**config.mk**
```make
export PLATFORM = sky130hd
export DESIGN_NAME = pico_ctrl_fsm
export DESIGN_NICKNAME = d
export VERILOG_FILES = /design/src/rtl/pico_ctrl_pkg.sv /design/src/rtl/pico_ctrl_decode.sv /design/src/rtl/pico_ctrl_fsm.sv
export SDC_FILE = /design/constraint.sdc
export NUM_CORES = 1
export LEC_CHECK = 0
export CAP_MARGIN = 40
export CORE_MARGIN = 5
export CORE_UTILIZATION = 52
export DETAILED_ROUTE_END_ITERATION = 6
export GPL_TIMING_DRIVEN = 0
export PLACE_DENSITY_LB_ADDON = 0.1
export SKIP_LAST_GASP = 1
export SYNTH_ARGS = -nofsm -noshare
export SYNTH_HDL_FRONTEND = slang
export SYNTH_SLANG_ARGS = --single-unit
export TNS_END_PERCENT = 10
```
**constraint.sdc**
```tcl
create_clock -name i_clk -period 2.9 [get_ports i_clk]
set_clock_uncertainty 0.15 [all_clocks]
set_input_delay 0.87 -clock i_clk [delete_from_list [all_inputs] [get_ports i_clk]]
set_output_delay 0.87 -clock i_clk [all_outputs]
set_load 0.02 [all_outputs]
```
**src/rtl/pico_ctrl_pkg.sv**
```systemverilog
// Shared opcode, state and ALU-function types plus instruction field positions
// for the pico control sequencer.
package pico_ctrl_pkg;

  typedef enum logic [3:0] {
    OP_NOP  = 4'd0,
    OP_ADDI = 4'd1,
    OP_ADD  = 4'd2,
    OP_MULI = 4'd3,
    OP_MUL  = 4'd4,
    OP_WAIT = 4'd5,
    OP_BEQ  = 4'd6,
    OP_JMP  = 4'd7,
    OP_HALT = 4'd15
  } opcode_t;

  typedef enum logic [2:0] {
    FETCH   = 3'd0,
    DECODE  = 3'd1,
    EXEC    = 3'd2,
    WB      = 3'd3,
    WAIT_GO = 3'd4,
    HALT    = 3'd5
  } state_t;

  typedef enum logic [1:0] {
    FUNC_PASS = 2'b00,
    FUNC_ADD  = 2'b01,
    FUNC_MUL  = 2'b10,
    FUNC_RSVD = 2'b11
  } alu_func_t;

  localparam int OP_MSB  = 17;
  localparam int OP_LSB  = 14;
  localparam int RD_MSB  = 13;
  localparam int RD_LSB  = 11;
  localparam int RS_MSB  = 10;
  localparam int RS_LSB  = 8;
  localparam int IMM_MSB = 7;
  localparam int IMM_LSB = 0;

endpackage

```
**src/rtl/pico_ctrl_decode.sv**
```systemverilog
// Combinational opcode decode for the pico sequencer.
// BEQ/JMP are recognised only when PICO_CTRL_BRANCH_EN is defined.
module pico_ctrl_decode
  import pico_ctrl_pkg::*;
(
  input  logic [3:0] i_op,
  output logic       o_alu_flag,
  output logic [1:0] o_alu_func,
  output logic       o_is_alu,
  output logic       o_is_branch,
  output logic       o_is_wait,
  output logic       o_is_halt
);

  // Opcode to control-class decode; unknown opcodes fall through as NOP.
  always_comb begin
    o_alu_flag  = 1'b0;
    o_alu_func  = FUNC_PASS;
    o_is_alu    = 1'b0;
    o_is_branch = 1'b0;
    o_is_wait   = 1'b0;
    o_is_halt   = 1'b0;
    case (i_op)
      OP_ADDI: begin
        o_is_alu   = 1'b1;
        o_alu_func = FUNC_ADD;
      end
      OP_ADD: begin
        o_is_alu   = 1'b1;
        o_alu_flag = 1'b1;
        o_alu_func = FUNC_ADD;
      end
      OP_MULI: begin
        o_is_alu   = 1'b1;
        o_alu_func = FUNC_MUL;
      end
      OP_MUL: begin
        o_is_alu   = 1'b1;
        o_alu_flag = 1'b1;
        o_alu_func = FUNC_MUL;
      end
      OP_WAIT: o_is_wait = 1'b1;
`ifdef PICO_CTRL_BRANCH_EN
      OP_BEQ:  o_is_branch = 1'b1;
      OP_JMP:  o_is_branch = 1'b1;
`endif
      OP_HALT: o_is_halt = 1'b1;
      default: o_is_alu = 1'b0;
    endcase
  end

endmodule

```
**src/rtl/pico_ctrl_fsm.sv**
```systemverilog
// Multi-cycle instruction sequencer: fetch/decode FSM, program counter and go-button edge detect.
// Optional BEQ/JMP and zero flag enabled by defining PICO_CTRL_BRANCH_EN.
module pico_ctrl_fsm
  import pico_ctrl_pkg::*;
#(
  parameter int PC_W    = 8,
  parameter int REG_AW  = 3,
  parameter int INSTR_W = 18
) (
  input  logic               i_clk,
  input  logic               i_reset,
  input  logic [INSTR_W-1:0] i_instr,
  input  logic               i_alu_zero,
  input  logic               i_go,
  output logic [PC_W-1:0]    o_pc,
  output logic               o_alu_flag,
  output logic [1:0]         o_alu_func,
  output logic [7:0]         o_prog_value,
  output logic [REG_AW-1:0]  o_raddr1,
  output logic [REG_AW-1:0]  o_raddr2,
  output logic [REG_AW-1:0]  o_waddr,
  output logic               o_ram_we,
  output logic               o_waiting,
  output logic               o_halted
);

  localparam logic [2:0] S_FETCH  = FETCH;
  localparam logic [2:0] S_DECODE = DECODE;
  localparam logic [2:0] S_EXEC   = EXEC;
  localparam logic [2:0] S_WB     = WB;
  localparam logic [2:0] S_WAIT   = WAIT_GO;
  localparam logic [2:0] S_HALT   = HALT;

  logic [2:0]         r_state;
  logic [PC_W-1:0]    r_pc;
  logic [INSTR_W-1:0] r_ir;
  logic               r_go_q;
  logic               r_alu_flag;
  logic [1:0]         r_alu_func;
  logic [7:0]         r_prog_value;
  logic [REG_AW-1:0]  r_raddr1;
  logic [REG_AW-1:0]  r_raddr2;
  logic [REG_AW-1:0]  r_waddr;
  logic               r_ram_we;
  logic               r_waiting;
  logic               r_halted;
`ifdef PICO_CTRL_BRANCH_EN
  logic               r_z_flag;
`else
  logic               w_unused_alu_zero;
  assign w_unused_alu_zero = i_alu_zero;
`endif

  logic [3:0]      w_op;
  logic [7:0]      w_imm;
  logic            w_alu_flag;
  logic [1:0]      w_alu_func;
  logic            w_is_alu;
  logic            w_is_branch;
  logic            w_is_wait;
  logic            w_is_halt;
  logic [PC_W-1:0] w_pc_inc;
  logic [PC_W-1:0] w_pc_next;

  assign w_op  = r_ir[OP_MSB:OP_LSB];
  assign w_imm = r_ir[IMM_MSB:IMM_LSB];

  pico_ctrl_decode u_decode (
    .i_op        (w_op),
    .o_alu_flag  (w_alu_flag),
    .o_alu_func  (w_alu_func),
    .o_is_alu    (w_is_alu),
    .o_is_branch (w_is_branch),
    .o_is_wait   (w_is_wait),
    .o_is_halt   (w_is_halt)
  );

  // Next pc for instructions that retire in DECODE (NOP, illegal, BEQ, JMP).
  always_comb begin
    w_pc_inc  = r_pc + PC_W'(1);
    w_pc_next = w_pc_inc;
`ifdef PICO_CTRL_BRANCH_EN
    if (w_is_branch) begin
      if (w_op == OP_JMP) begin
        w_pc_next = PC_W'(w_imm);
      end else if (r_z_flag) begin
        w_pc_next = r_pc + PC_W'($signed(w_imm));
      end else begin
        w_pc_next = w_pc_inc;
      end
    end else begin
      w_pc_next = w_pc_inc;
    end
`endif
  end

  // Sequencer state, pc and all registered outputs.
  always_ff @(posedge i_clk) begin
    if (i_reset) begin
      r_state      <= S_FETCH;
      r_pc         <= {PC_W{1'b0}};
      r_ir         <= {INSTR_W{1'b0}};
      r_go_q       <= 1'b0;
      r_alu_flag   <= 1'b0;
      r_alu_func   <= 2'b00;
      r_prog_value <= 8'd0;
      r_raddr1     <= {REG_AW{1'b0}};
      r_raddr2     <= {REG_AW{1'b0}};
      r_waddr      <= {REG_AW{1'b0}};
      r_ram_we     <= 1'b0;
      r_waiting    <= 1'b0;
      r_halted     <= 1'b0;
`ifdef PICO_CTRL_BRANCH_EN
      r_z_flag     <= 1'b0;
`endif
    end else begin
      r_go_q   <= i_go;
      r_ram_we <= 1'b0;
      case (r_state)
        S_FETCH: begin
          r_ir    <= i_instr;
          r_state <= S_DECODE;
        end
        S_DECODE: begin
          r_alu_flag   <= w_alu_flag;
          r_alu_func   <= w_alu_func;
          r_prog_value <= w_imm;
          r_raddr1     <= REG_AW'(r_ir[RD_MSB:RD_LSB]);
          r_raddr2     <= REG_AW'(r_ir[RS_MSB:RS_LSB]);
          r_waddr      <= REG_AW'(r_ir[RD_MSB:RD_LSB]);
          if (w_is_halt) begin
            r_halted <= 1'b1;
            r_state  <= S_HALT;
          end else if (w_is_wait) begin
            r_waiting <= 1'b1;
            r_state   <= S_WAIT;
          end else if (w_is_alu) begin
            r_state <= S_EXEC;
          end else begin
            r_pc    <= w_pc_next;
            r_state <= S_FETCH;
          end
        end
        S_EXEC: begin
          r_ram_we <= 1'b1;
          r_state  <= S_WB;
        end
        S_WB: begin
          r_pc    <= w_pc_inc;
`ifdef PICO_CTRL_BRANCH_EN
          r_z_flag <= i_alu_zero;
`endif
          r_state <= S_FETCH;
        end
        S_WAIT: begin
          // Only a fresh rising edge counts, so a button already held on entry is ignored.
          if (i_go && !r_go_q) begin
            r_pc      <= w_pc_inc;
            r_waiting <= 1'b0;
            r_state   <= S_FETCH;
          end else begin
            r_state <= S_WAIT;
          end
        end
        S_HALT:  r_state <= S_HALT;
        default: r_state <= S_FETCH;
      endcase
    end
  end

  assign o_pc         = r_pc;
  assign o_alu_flag   = r_alu_flag;
  assign o_alu_func   = r_alu_func;
  assign o_prog_value = r_prog_value;
  assign o_raddr1     = r_raddr1;
  assign o_raddr2     = r_raddr2;
  assign o_waddr      = r_waddr;
  assign o_ram_we     = r_ram_we;
  assign o_waiting    = r_waiting;
  assign o_halted     = r_halted;

endmodule

```
Word level (Yosys, flattened, before mapping)

Cells that the tools add are included.

Add/sub/neg operators: 1
Equal/unequal tests: 16
Reductions and logical operators: 12
Mux-type cells: 20

Operators with widths:

| cell                  | number |
|---|---|
| $mux W8               | 4 |
| $pmux W8 S3           | 1 |
| $pmux W3 S5           | 1 |
| $mux W3               | 3 |
| $add A8 B1 Y8 const B | 1 |
| $eq A4 B2 Y1 const B  | 2 |
| $eq A4 B3 Y1 const B  | 2 |
| $mux W1               | 8 |
| $ne A2 B2 Y1 const B  | 4 |
| $eq A3 B2 Y1 const B  | 2 |
| $eq A3 B3 Y1 const B  | 2 |
| $reduce_or A2 Y1      | 3 |
| $reduce_and A5 Y1     | 1 |
| $eq A4 B1 Y1 const B  | 1 |
| $eq A4 B4 Y1 const B  | 1 |
| $pmux W2 S2           | 1 |
| $reduce_and A4 Y1     | 1 |
| $reduce_or A4 Y1      | 1 |
| $eq A3 B1 Y1 const B  | 1 |
| $logic_not A3 Y1      | 1 |
| $reduce_bool A3 Y1    | 1 |
| $mux W2               | 1 |
| $ne A2 B1 Y1 const B  | 1 |
| $pmux W1 S2           | 1 |
| other kinds (4)       | 4 |

Bits in registers: 50
Input bits: 22
Output and inout bits: 31

Depth between registers and ports, before layout

Gate-level depths: netlist of run 1.

Depth in word-level cells: 7
Depth in mapped cells: 7
Mapped depth without buffers: 5

Cells and area by module

A second synthesis of run 1 with hierarchy kept.

Cells, all modules: 259
Area, all modules: 2065.7 µm²

By module, submodules not included:

| module           | cells each | area each (µm²) | times used | seq. area each (µm²) |
|---|---|---|---|---|
| pico_ctrl_fsm    | 243        | 1965.6          | 1          | 1001.0 |
| pico_ctrl_decode | 16         | 100.1           | 1          | 0.0 |

Least setup slack after synthesis of run 1

Ideal clock, no wire load.

Kind: input to register
Start point: input i_go
End point: register r_pc[6] (netlist: o_pc[6])
Slack: 0.788 ns
Library setup time: 0.123 ns
Cell stages on the path: 5
Arrival time: 1.838 ns
Cells stage by stage: nand2b_1 -> a32oi_4 -> o211ai_4 -> nor3_1 -> mux2_1

Longest elaborated chain between the ends: 3

Ends and longest elaborated chain:

| what                               | line                 | RTL |
|---|---|---|
| start: declaration                 | pico_ctrl_fsm.sv:14  | `input logic i_go,` |
| $logic_and A1 B1 Y1                | pico_ctrl_fsm.sv:157 | `if (i_go && !r_go_q) begin` |
| $ne A2 B2 Y1 (no source line)      | -                    |  |
| $reduce_and A5 Y1 (no source line) | -                    |  |
| end signal: assignment             | pico_ctrl_fsm.sv:140 | `r_pc <= w_pc_next;` |
| end signal: assignment             | pico_ctrl_fsm.sv:149 | `r_pc <= w_pc_inc;` |
| end signal: assignment             | pico_ctrl_fsm.sv:158 | `r_pc <= w_pc_inc;` |
| end: declaration                   | pico_ctrl_fsm.sv:35  | `logic [PC_W-1:0] r_pc;` |

No other way between the ends.
A chain may end at the register's enable or synchronous reset.

Final worst setup path of run 1

Start point: register r_pc[2] (netlist: o_pc[2])
End point: output o_pc[2]

RTL lines:

| what                     | line                 | RTL |
|---|---|---|
| start signal: assignment | pico_ctrl_fsm.sv:101 | `r_pc <= {PC_W{1'b0}};` |
| start signal: assignment | pico_ctrl_fsm.sv:140 |  |
| start signal: assignment | pico_ctrl_fsm.sv:149 |  |
| end: declaration         | pico_ctrl_fsm.sv:15  | `output logic [PC_W-1:0] o_pc,` |

No word-level cell between the ends.

==> summary.md, run 1 <==
| Metric | Value |
|---|---|
| Mapped Area | `2081 µm²` |
| Syn_nets | `272` |
| Area delta synth->final | `31.45%` |
| Gate Count Post-Synth | `249` |
| Syn avg cell area | `8.356 µm²` |
| Compound-cell area share of the yosys netlist | `17.92%` |
| Post_cts resized | `0` |
| Final worst slack | `0.4882 ns` |
| Slew @ Worst Pin | `0.6128 ns` |
| Synth Area in Adders | `0.6013%` |
| Worst path max stage delay | `0.65 ns` |
| Die Span Y | `73.26 µm` |
| Cell Count, Final, Fillers Out | `357` |
| Placed Cells incl. Taps | `349` |
| First-pass GRT wire length | `7700 µm` |
| Final Hold Fails | `0` |
| Endpoint type of the worst setup path | `output pin` |
| CTS Buffer Depth | `2` |
| Gr usage total | `18.42%` |
| Starting Density | `52.78%` |
| WS Path Type | `reg -> out` |
| Max stage delay cell, worst path | `clkdlybuf4s50_1` |
| Drt initial violations | `112` |
| Post-CTS Setup Inserts | `0` |
| Post-Route WL | `4634 µm` |
| CTS tree | `done` |
| Largest family of logic cells by synthesized area | `simple AND/OR/NAND/NOR gates` |
| Number of diodes | `0` |
| Post-synthesis mux area share | `1.022%` |
| Layout cells sized above 1 | `8.469%` |
| Post-route clock period utilization | `83.17%` |
| Achievable Freq | `414.6 MHz` |
| Element type at the critical path start | `register` |
| Setup TNS after final layout | `0 ns` |
| Netlist cell types | `44` |
| #FFs+latches synth | `50` |
| Fin crit period | `2.412 ns` |
| Fin nets | `329` |
| First-pass DRT Iterations | `4` |
| Crit path cell chain | `clkdlybuf4s50_1` |
| Worst-Skew Late Latency | `0.30 ns` |
| Cell row count | `23` |
| Unrepaired setup endpoints after global routing | `false` |
| Seq/Total Area, Yosys | `48.11%` |
| CP arrival | `1.39 ns` |
| Drt drc | `0` |
| Die area | `5366 µm²` |
| Largest net degree at the start of global routing | `15` |
| Placer congestion estimate | `0.7534` |
| Via density | `5.090` |
| Root Driver | `clkbuf_8` |
| Setup slack at placement | `0.1597 ns` |
| Max_cap viols | `0` |
| Die Wd | `73.26 µm` |
| H-tree depth | `2` |
| Vias in the first global route | `1724` |
| Antenna violations before repair | `0` |
| Pins Over Slew Limit | `0` |
| Core Region | `3943 µm²` |
| TritonCTS Sinks | `50` |
| Worst hold path depth | `2` |
| CP Max Fanout | `4` |
| Total CTS buffers | `5` |
| Hold crit path type | `reg -> reg` |
| CTS hold repair buffers | `0` |
| Worst Path Required | `1.88 ns` |
| Synth Area in Simple Gates | `23.21%` |
| Reg2Reg Depth | `6` |
| WL/cell | `12.98 µm` |
| Total grt overflow | `0` |
| Maximum vdd ir drop | `318.3 µV` |
| Status | `finished clean` |
| Post-DP HPWL | `3313 µm` |
| PwrDens | `516.3 nW/µm²` |
| Leakage power | `0.9815 nW` |
| Worst-path clk slew | `0.09 ns` |
| Final setup viols | `0` |
| Relative slew slack | `58.92%` |
| Port Buffer Count | `50` |
| Top Ports | `53` |
| Critical path buffer and inverter count | `1` |
| Vias | `1817` |
| CP Depth | `1` |
| Antenna-violating nets left | `0` |
| Critical path's top delay family | `buffers and inverters` |
| Xor/xnor share of the synthesized area | `2.465%` |
| Yosys warning count | `0` |
-- synthesized netlist by cell type (all sizes together) --
master,count,area [µm²]
nand4,1,6.260
o41ai,1,8.760
nand2,72,270.3
o22a,1,8.760
a31oi,1,6.260
o311a,1,10.01
nand3,2,10.01
mux2,1,11.26
or3,4,26.28
or4,2,15.01
nand2b,2,12.51
xnor2,4,42.55
a311oi,1,8.760
nor3,4,25.02
ha,1,12.51
and2,2,12.51
clkbuf,12,45.04
nor3b,3,38.79
xor2,1,8.760
nor2b,2,12.51
mux2i,1,10.01
a21oi,41,205.2
buf,10,78.82
o211ai,2,28.78
a211oi,1,7.510
o21ai,3,18.77
dfxtp,50,1001
nor4,2,12.51
o21bai,1,11.26
a32oi,2,36.29
o31ai,2,15.01
nor2,11,41.29
o21a,1,7.510
inv,4,15.01
-- layout by cell type, fill, tap and decap left out, types with 4 or more instances in the layout --
| cell type | synthesis | layout |
|---|---|---|
| clkbuf_1 | 12 | 13 |
| nor2_1 | 11 | 11 |
| a21oi_1 | 41 | 41 |
| nand2_1 | 72 | 72 |
| clkdlybuf4s50_1 | 0 | 50 |
| clkbuf_8 | 0 | 6 |
| inv_1 | 4 | 4 |
| dfxtp_1 | 50 | 50 |
| buf_4 | 4 | 4 |
-- state kept, by name (all words and copies together), names as in the netlist --
register	count
o_alu_flag	1
o_halted	1
o_waddr	3
o_raddr2	3
o_ram_we	1
r_state	3
o_pc	8
o_waiting	1
r_go_q	1
r_ir	18
o_alu_func	2
o_prog_value	8
-- worst paths after layout --
check	end	start	slack (ns)
max	o_pc[2]	o_pc[2]	0.49
min	o_waddr[1]	r_ir[12]	0.30
max reg2reg	o_pc[6]	r_state[1]	0.82
min reg2reg	o_waddr[1]	r_ir[12]	0.30
-- layout make-up --
cell class                 count  area (µm²)
buffer                        22       123.9
multi-input combinational    173       940.9
tap                           50       62.56
clock inverter                 1       5.005
sequential                    50        1001
clock buffer                   7       86.33
timing repair buffer          50       500.5
inverter                       4       15.01
fill                         344        1207
-- cells by family (layout without fill, tap and decap cells) --
logic type               after synthesis  in the layout
AND/OR/NAND/NOR                      107            107
AO/OA/AOI/OAI                         58             58
adder cells (fa/ha/maj)                1              1
flip-flops                            50             50
buffers and inverters                 26             84
multiplexers                           2              2
XOR/XNOR                               5              5
-- power breakdown --
part,switching (W),internal [W],leakage (nW)
Combinational,0.000141,0.000111,0.525
Clock,0.000220,0.000193,0.0482
Sequential,0.0000226,0.000725,0.408
Total,0.000383,0.00103,0.982
-- layer usage --
metal  vias up  track usage, %  wire (µm)
li1        942               -          -
met1       828           24.27       2132
met2        40           30.09       2218
met3         7           3.694        221
met4         0           6.148         61
met5         -               0          0
-- metrics by stage --
step | total power [W] | utilization (%) | hold WS (ns) | area (µm²)
4_1_cts | 0.001423 | 69.37 | 0.3050 | 2735
5_1_grt | 0.001476 | 69.37 | 0.3225 | 2735
2_1_floorplan | 0.0009198 | - | 0.2821 | 2081
3_3_place_gp | 0.001011 | 67.06 | 0.2868 | 2644
6_report | 0.001412 | 69.37 | 0.3043 | 2735
3_5_place_dp | 0.001017 | 67.06 | 0.2924 | 2644
(Power assumes the default switching activity.)
==> run 2: changes to the inputs <==
- CORE_UTILIZATION: 52 -> 48
- clock period: 2.9 -> 2.3 ns (I/O delays scaled with it)
==> summary.md, run 2 (synthesized netlist as in run 1, its figures left out) <==
| Metric | Value |
|---|---|
| Total grt overflow | `0` |
| Achievable Freq | `448.1 MHz` |
| Layout cells sized above 1 | `8.497%` |
| Hold crit path type | `reg -> reg` |
| Final worst slack | `0.06827 ns` |
| Top Ports | `53` |
| Fin crit period | `2.232 ns` |
| Relative slew slack | `59.29%` |
| Via density | `5.053` |
| Placer congestion estimate | `0.7594` |
| Finished Cell Area | `2730 µm²` |
| Endpoint type of the worst setup path | `register` |
| Cell row count | `24` |
| Post-route clock period utilization | `97.03%` |
| Element type at the critical path start | `input pin` |
| Final setup viols | `0` |
| Port Buffer Count | `50` |
| Starting Density | `48.46%` |
| Setup slack at placement | `-0.2806 ns` |
| TritonCTS Sinks | `50` |
| Vias | `1809` |
| Drt initial violations | `93` |
| Area after DPL | `2646 µm²` |
| Worst Path Required | `2.34 ns` |
| Core Region | `4294 µm²` |
| Most common cell after layout, fill and taps aside | `nand2_1` |
| Pins Over Slew Limit | `0` |
| Slew @ Worst Pin | `0.6073 ns` |
| Post-DP HPWL | `3315 µm` |
| Largest net degree at the start of global routing | `16` |
| CP Max Fanout | `7` |
| Max reg flops | `18` |
| Antenna-violating nets left | `0` |
| WL/cell | `12.90 µm` |
| Die area | `5752 µm²` |
| Leakage power | `0.9693 nW` |
| Area delta synth->final | `31.21%` |
| Post_cts resized | `0` |
| CTS tree | `done` |
| Root Driver | `clkbuf_8` |
| Post-Route WL | `4618 µm` |
| H-tree depth | `2` |
| Antenna violations before repair | `0` |
| Worst-Skew Late Latency | `0.30 ns` |
| Status | `finished clean` |
| Vias in the first global route | `1702` |
| PwrDens | `641.3 nW/µm²` |
| Drt drc | `0` |
| Die Span Y | `75.84 µm` |
| Final Hold Fails | `0` |
| Number of diodes | `0` |
| Largest Register | `r_ir` |
| Fin nets | `329` |
| CTS Buffer Depth | `2` |
| Die Wd | `75.84 µm` |
| First-pass DRT Iterations | `4` |
| Gr usage total | `17.86%` |
| Maximum vdd ir drop | `380.2 µV` |
| WS Path Type | `in -> reg` |
| Unrepaired setup endpoints after global routing | `false` |
| Most frequent cells in the layout | `72 x nand2_1, 50 x clkdlybuf4s50_1, 50 x dfxtp_1, 41 x a21oi_1, 12 x clkbuf_1` |
| Final core utilization | `63.58%` |
| CP arrival | `2.27 ns` |
| Worst-path clk slew | `0.09 ns` |
| First-pass GRT wire length | `7748 µm` |
| Max_cap viols | `0` |
| Total CTS buffers | `5` |
[run 2: final timing paths]
check	start	end	slack (ns)	cells past startpoint
max	i_go	o_pc[6]	0.07	6
min reg2reg	r_ir[4]	o_prog_value[4]	0.30	2
min	r_ir[4]	o_prog_value[4]	0.30	2
max reg2reg	r_state[1]	o_pc[6]	0.25	6
[run 2: through the flow]
stage / cells / power, W / hold slack (ns) / TNS [ns]
floorplan: 249 / 0.001160 / 0.2821 / 0
global placement: 351 / 0.001276 / 0.2859 / -0.8500
detailed placement: 351 / 0.001283 / 0.2931 / -1.051
CTS: 358 / 0.001775 / 0.3063 / 0
global route: 358 / 0.001844 / 0.3221 / 0
finish: 358 / 0.001751 / 0.3044 / 0
[run 2: report_power, final]
group	switching [W]	internal (W)
combinational	0.000177	0.000139
sequential	0.0000282	0.000915
clock	0.000284	0.000208
[run 2: final cells by class]
class                   count  area (µm²)
repair buffers             50       500.5
multi-input cells         173       940.9
inverters                   4       15.01
well taps                  52       65.06
clock inverters             2       15.01
fillers                   392        1564
clock buffers               5       68.82
plain buffers              22       123.9
flip-flops and latches     50        1001
[run 2: worst max-delay path: stages]
cell,delay (ns)
clkdlybuf4s50_1,0.51
nand2b_1,0.10
a32oi_4,0.26
o211ai_4,0.15
nor3_1,0.22
mux2_1,0.34
[run 2: what timing repair did]
item	CTS	global route
hold buffers	0	0
setup endpoints to repair	0	3
setup buffers	0	0
[run 2: metal layers]
metal / vias up / wire length, µm / GRT usage [%]
met4: 0 / 70 / 6.990
met2: 45 / 2125 / 27.66
met3: 6 / 266 / 4.617
met1: 812 / 2155 / 23.77
met5: - / 0 / 0
li1: 946 / - / -
